### src/rtl/ldl_fifo_arb_pkg.sv
// Purpose: shared types and helpers for the FIFO read arbiter.
// Latency: n/a (types and pure functions only).
// Backpressure: n/a.
//
// Contents:
//   state_t  - arbiter FSM state {IDLE, BURST}
//   rr_next  - modulo-n increment with explicit wrap, safe for non-power-of-two n
package ldl_fifo_arb_pkg;

    typedef enum logic {
        IDLE  = 1'b0,
        BURST = 1'b1
    } state_t;

    // Returns (ptr + 1) mod n without relying on power-of-two wrap.
    function automatic int unsigned rr_next(input int unsigned ptr, input int unsigned n);
        return (ptr + 32'd1 >= n) ? 32'd0 : ptr + 32'd1;
    endfunction

endpackage

### src/rtl/ldl_skid2.sv
// Purpose: 2-entry push/pop buffer that absorbs the RAM read latency for the arbiter.
// Latency: push at cycle t is visible at the head (vld_o) in cycle t+1.
// Backpressure: no internal stall; the producer must never push while two words are held.
//
// Ports:
//   clk, rst      - clock, synchronous active-high reset
//   push_i        - write push_dat_i into the tail this cycle
//   push_dat_i    - entry payload ({src, data} in the arbiter)
//   pop_i         - consume the head entry (ignored when empty)
//   vld_o         - head entry is valid
//   head_o        - head entry payload (zero after reset)
//   occ_o         - current occupancy, 0..2
module ldl_skid2 #(
    parameter int W = 8
) (
    input  logic         clk,
    input  logic         rst,
    input  logic         push_i,
    input  logic [W-1:0] push_dat_i,
    input  logic         pop_i,
    output logic         vld_o,
    output logic [W-1:0] head_o,
    output logic [1:0]   occ_o
);

    logic [1:0][W-1:0] mem_q;
    logic              wr_q;
    logic              rd_q;
    logic [1:0]        occ_q;
    logic [1:0]        occ_d;
    logic              do_pop;

    assign do_pop = pop_i && (occ_q != 2'd0);
    assign occ_d  = occ_q + {1'b0, push_i} - {1'b0, do_pop};

    always_ff @(posedge clk) begin
        if (rst) begin
            mem_q <= '0;
            wr_q  <= 1'b0;
            rd_q  <= 1'b0;
            occ_q <= 2'd0;
        end else begin
            if (push_i) begin
                mem_q[wr_q] <= push_dat_i;
                wr_q        <= ~wr_q;
            end
            if (do_pop) begin
                rd_q <= ~rd_q;
            end
            occ_q <= occ_d;
        end
    end

    assign vld_o  = (occ_q != 2'd0);
    assign head_o = mem_q[rd_q];
    assign occ_o  = occ_q;

endmodule

### src/rtl/ldl_fifo_rd_arb.sv
// Purpose: round-robin read scheduler sharing one valid/ready egress among N FIFO read-sides.
// Latency: grant to first re is 1 cycle; re at cycle t gives out_valid at t+2.
// Backpressure: credit holds re once buffer + in-flight words reach 2; no word is ever dropped.
//
// Ports:
//   clk, rst   - clock, synchronous active-high reset (FIFOs reset alongside)
//   empty      - per-FIFO registered empty flags
//   re         - per-FIFO read enable, one-hot or zero
//   rdata      - per-FIFO RAM read data, valid the cycle after re
//   out_valid  - egress word valid
//   out_ready  - egress accept
//   out_data   - egress word
//   out_src    - index of the FIFO that supplied out_data
module ldl_fifo_rd_arb
    import ldl_fifo_arb_pkg::*;
#(
    parameter int  N     = 4,
    parameter int  DW    = 32,
    parameter int  BURST = 4,
    localparam int SW    = $clog2(N)
) (
    input  logic                 clk,
    input  logic                 rst,
    input  logic [N-1:0]         empty,
    output logic [N-1:0]         re,
    input  logic [N-1:0][DW-1:0] rdata,
    output logic                 out_valid,
    input  logic                 out_ready,
    output logic [DW-1:0]        out_data,
    output logic [SW-1:0]        out_src
);

    localparam int IW = $clog2(BURST + 1);
    localparam int BW = SW + DW;

    state_t          state_q;
    state_t          state_d;
    logic [SW-1:0]   sel_q;
    logic [SW-1:0]   sel_d;
    logic [SW-1:0]   rr_ptr_q;
    logic [SW-1:0]   rr_ptr_d;
    logic [IW-1:0]   issued_q;
    logic [IW-1:0]   issued_d;
    logic            infl_q;
    logic [SW-1:0]   sel_dly_q;

    logic            re_sel;
    logic            found;
    logic [SW-1:0]   pick;
    logic [SW-1:0]   scan_idx;

    logic [1:0]      occ;
    logic            pop;
    logic [2:0]      credit_sum;
    logic            credit;
    logic [BW-1:0]   push_dat;
    logic [BW-1:0]   head;

    // Scan starting at rr_ptr, wrapping explicitly so N need not be a power of two.
    always_comb begin
        found    = 1'b0;
        pick     = rr_ptr_q;
        scan_idx = rr_ptr_q;
        for (int i = 0; i < N; i++) begin
            if (!found && !empty[scan_idx]) begin
                found = 1'b1;
                pick  = scan_idx;
            end
            scan_idx = SW'(rr_next(32'(scan_idx), N));
        end
    end

    // Words already held plus the one landing from last cycle's read, minus the
    // one leaving now, must stay below 2 for a new read to be safe.
    assign pop        = out_valid & out_ready;
    assign credit_sum = {1'b0, occ} + {2'b00, infl_q} - {2'b00, pop};
    assign credit     = (credit_sum < 3'd2);

    always_comb begin
        state_d  = state_q;
        sel_d    = sel_q;
        rr_ptr_d = rr_ptr_q;
        issued_d = issued_q;
        re_sel   = 1'b0;
        case (state_q)
            ldl_fifo_arb_pkg::IDLE: begin
                if (found) begin
                    sel_d    = pick;
                    issued_d = '0;
                    state_d  = ldl_fifo_arb_pkg::BURST;
                end
            end
            ldl_fifo_arb_pkg::BURST: begin
                re_sel   = !rst && !empty[sel_q] && credit && (issued_q < IW'(BURST));
                issued_d = issued_q + IW'(re_sel);
                // Leaving on the cycle of the last read keeps the gap between
                // full bursts to a single IDLE cycle. An empty seen at any point
                // (including a grant that raced the FIFO draining) ends the burst.
                if (empty[sel_q] || (issued_d == IW'(BURST))) begin
                    state_d  = ldl_fifo_arb_pkg::IDLE;
                    rr_ptr_d = SW'(rr_next(32'(sel_q), N));
                end
            end
            default: begin
                state_d = ldl_fifo_arb_pkg::IDLE;
            end
        endcase
    end

    always_ff @(posedge clk) begin
        if (rst) begin
            state_q   <= ldl_fifo_arb_pkg::IDLE;
            sel_q     <= '0;
            rr_ptr_q  <= '0;
            issued_q  <= '0;
            infl_q    <= 1'b0;
            sel_dly_q <= '0;
        end else begin
            state_q   <= state_d;
            sel_q     <= sel_d;
            rr_ptr_q  <= rr_ptr_d;
            issued_q  <= issued_d;
            infl_q    <= re_sel;
            sel_dly_q <= sel_q;
        end
    end

    always_comb begin
        re = '0;
        if (re_sel) begin
            re[sel_q] = 1'b1;
        end
    end

    // RAM data arrives one cycle after re; tag it with the source that was read.
    assign push_dat = {sel_dly_q, rdata[sel_dly_q]};

    ldl_skid2 #(
        .W (BW)
    ) u_skid (
        .clk        (clk),
        .rst        (rst),
        .push_i     (infl_q),
        .push_dat_i (push_dat),
        .pop_i      (pop),
        .vld_o      (out_valid),
        .head_o     (head),
        .occ_o      (occ)
    );

    assign out_src  = head[BW-1:DW];
    assign out_data = head[DW-1:0];

endmodule

### config.mk
export PLATFORM = sky130hd
export DESIGN_NAME = ldl_fifo_rd_arb
export DESIGN_NICKNAME = d
export VERILOG_FILES = /design/src/rtl/ldl_fifo_arb_pkg.sv /design/src/rtl/ldl_skid2.sv /design/src/rtl/ldl_fifo_rd_arb.sv
export SDC_FILE = /design/constraint.sdc
export NUM_CORES = 1
export LEC_CHECK = 0
export CELL_PAD_IN_SITES_DETAIL_PLACEMENT = 1
export CELL_PAD_IN_SITES_GLOBAL_PLACEMENT = 2
export CORE_MARGIN = 8
export CORE_UTILIZATION = 26
export DETAILED_ROUTE_END_ITERATION = 6
export HOLD_SLACK_MARGIN = 0.06
export PLACE_DENSITY_LB_ADDON = 0.05
export SYNTH_ARGS = -nofsm -noshare
export SYNTH_HDL_FRONTEND = slang
export SYNTH_SLANG_ARGS = --single-unit
### constraint.sdc
create_clock -name clk -period 4.2 [get_ports clk]
set_input_delay 1.05 -clock clk [delete_from_list [all_inputs] [get_ports clk]]
set_output_delay 1.05 -clock clk [all_outputs]
set_load 0.02 [all_outputs]
==> metrics.md <==
| Metric | Value |
|---|---|
| Run status | `complete, no violations` |
| Synth Flop Type | `dfxtp_1` |
| Register-to-Register Setup Slack | `700 ps` |
| Gr ovfl total | `0` |
| CP max-delay cell | `fa_2` |
| Clock Latency Late Sink | `340 ps` |
| Post-route DRC | `0` |
| Post-Syn Area | `0.00454 mm2` |
| Sum Neg Setup Slack | `0 ps` |
| Worst endpoint data arrival time | `3010 ps` |
| Hold path depth | `2` |
| PortBufs | `173` |
| Min Tclk post-route | `4060 ps` |
| Via/cell ratio | `4.94` |
| Relative slew margins | `33.3%` |
| Antenna viol nets, final | `0` |
| Vias | `4049` |
| Wire per inst | `19.0 um` |
| Final core utilization | `39.9%` |
| Chip width | `148 um` |
| CTS H-tree lvls | `3` |
| Fin. Hold Viols | `0` |
| Critical Setup Path Class | `input port to output port` |
| Syn_area_per_cell | `10.4 um2` |
| IO Pins | `174` |
| Seq cells post-synth | `83` |
| Layout cell share with drive strength beyond 1 | `22.0%` |
| Sink Count | `83` |
| Slew @ Worst Pin | `998 ps` |
| Worst-case clock buffer depth | `2` |
| First-pass GRT wire length | `24.6 mm` |
| Unrepaired setup endpoints after global routing | `false` |
| Clock Pin Slew Worst Setup and Hold Paths | `60 ps` |
| CP Cell Sequence | `dlygate4sd2_1 > and2_4 > ha_4 > inv_2 > ha_4 > inv_2 > fa_2 > nand3_2 > nor2_2 > buf_6 > and3_4 > buf_6` |
| Top delay family on crit path | `adder cells` |
| RR Endpoint | `rr_ptr_q[0]$_SDFFE_PP0P_` |
| Setup Buffers After CTS | `0` |
| R2R cell count | `19` |
| Crit-path max cell delay | `540 ps` |
| Vias in the first global route | `4557` |
| CTS tree | `built` |
| Worst Skew | `5.19 ps` |
| Core Region | `0.0172 mm2` |
| Peak supply drop | `0.226 mV` |
| R2R Path Start | `u_skid.occ_o[1]$_SDFF_PP0_` |
| Layout area overhead | `50.7%` |
| Mapped Cells | `435` |
| Dpl cell area | `0.00649 mm2` |
| Syn nets | `580` |
| Startpoint types | `input port` |
| CP endpoint kind | `output port` |
| Ys Warns | `0` |
| Maxcap violations | `0` |
| Post-cts hold buffer count | `0` |
| Worst Path Required | `3150 ps` |
| Cts repair resizes | `35` |
| Number of cells on the critical path | `12` |
| Root Driver | `clkbuf_16` |
| Post-Route WL | `15.6 mm` |
| Final instance area | `0.00685 mm2` |
| Post-synth cell types | `51` |
| Largest net degree at the start of global routing | `51` |
| Ant diodes | `0` |
| CP max FO | `4` |
| CP bufs+invs | `5` |
| Async S/R FF share, synth | `0%` |
| DRT Pass-1 Iters | `4` |
| Initial antenna violation count | `0` |
| Fin crit share | `96.7%` |
| Power per cell area | `411 mW/mm2` |
| HP Start | `u_skid.mem_q[23]$_SDFFE_PP0P_` |
| Sequential fraction of the synthesis area | `36.6%` |
| Nets | `737` |
| Placer Congestion | `0.731` |
| EDFF count, synth | `0` |
| Die Y | `148 um` |
| Die area | `0.0220 mm2` |
| Achievable Freq | `246 MHz` |
| Leakage power | `0.00243 uW` |
| Max-slew violation count | `0` |
| Worst min path class | `flop to flop` |
| DP HPWL | `11.1 mm` |
| Starting Density | `26.4%` |
| Total GRT Usage | `14.1%` |
| Total CTS buffers | `9` |
| Endpoint, Worst Hold | `u_skid.mem_q[23]$_SDFFE_PP0P_` |
| Row count | `48` |
| DR iter-0 viols | `115` |
| Final setup fails | `0` |
[synthesized netlist by cell type (all sizes together) (2+ instances only)]
library cell	count	area share, %
mux4	35	17
nand2	74	6.1
a22o	35	6.7
and3	4	0.55
a311oi	2	0.52
nand2b	4	0.55
dfxtp	83	37
inv	8	0.66
xnor2	3	0.58
o221ai	2	0.39
nor2b	3	0.41
ha	9	2.5
mux2	35	8.7
o21ai	8	0.88
and2	3	0.44
nand4b	2	0.39
a21oi	44	4.8
clkbuf	27	2.2
mux2i	5	1.1
buf	14	2.2
nor2	12	1.2
[worst max path at each step]
stage / start / endpoint / slack [ps]
final: out_ready / re[3] / 140
after global routing: out_ready / re[2] / 10
after CTS: out_ready / re[3] / 120
after detailed placement: out_ready / re[1] / -670
after global placement: out_ready / re[1] / -610
after floorplan: out_ready / re[0] / 410
[state kept, by name, indices dropped and copies added, names as in the netlist]
name,flops
issued_q,3
sel_dly_q,2
infl_q,1
u_skid.mem_q,68
u_skid.wr_q,1
rr_ptr_q,2
state_q,1
u_skid.occ_o,2
u_skid.rd_q,1
sel_q,2
[placed cells by master (no fill, tap or decap), drive strengths merged, types with 2 or more instances in the layout]
cell,instances
a21oi,44
dfxtp,83
and2,3
inv,8
o221ai,2
mux2,35
a22o,35
a311oi,2
mux2i,5
nand2b,4
clkdlybuf4s50,167
xnor2,3
o21ai,8
nor2,12
nand2,74
nor2b,3
nand4b,2
ha,9
buf,19
clkinvlp,2
bufinv,2
clkbuf,9
and3,4
mux4,35
[cells by family (layout without fill, tap and decap cells)]
group	after synthesis	after routing	share of synthesized area, %
AND/OR/NAND/NOR	110	110	11.1
AO/OA/AOI/OAI	105	105	16.6
flip-flops	83	83	36.6
multiplexers	75	75	27.1
buffers and inverters	49	209	5.09
adder cells (fa/ha/maj)	10	10	2.92
XOR/XNOR	3	3	0.578
[where the power goes]
part | total, uW | internal [uW] | switching [uW]
combinational | 988 | 541 | 448
sequential | 990 | 862 | 128
clock | 833 | 513 | 320
[per-stage QoR]
step	std cells	setup slack [ps]	total power [uW]	hold WS, ps
floorplan	435	406	1550	434
global placement	806	-615	1960	440
detailed placement	806	-668	1980	448
CTS	820	121	2870	456
global route	820	14.7	2990	475
finish	820	137	2810	452
[layer usage]
metal	part of all wire, %	track usage, %
met5	0	0
met2	51	24.6
met1	44	16.7
met4	1.3	5.05
met3	4.4	3.01
[tightest hold or removal path: cells and delay by family, from the launching register on]
| kind | cells | cell delay, ps |
|---|---|---|
| AOI/OAI and AO/OA | 1 | 50 |
| DFF | 1 | 310 |
| and+or+nand+nor | 1 | 50 |
[area by class of cell]
type                       count  area, um2
clock inverter                 5       80.1
fill                        1904      10300
multi-input combinational    303       2730
tap                          225        282
inverter                       8       30.0
clock buffer                   9        225
timing repair buffer         187       1830
sequential                    83       1670
Note: power is estimated with default switching activity, not from simulation.
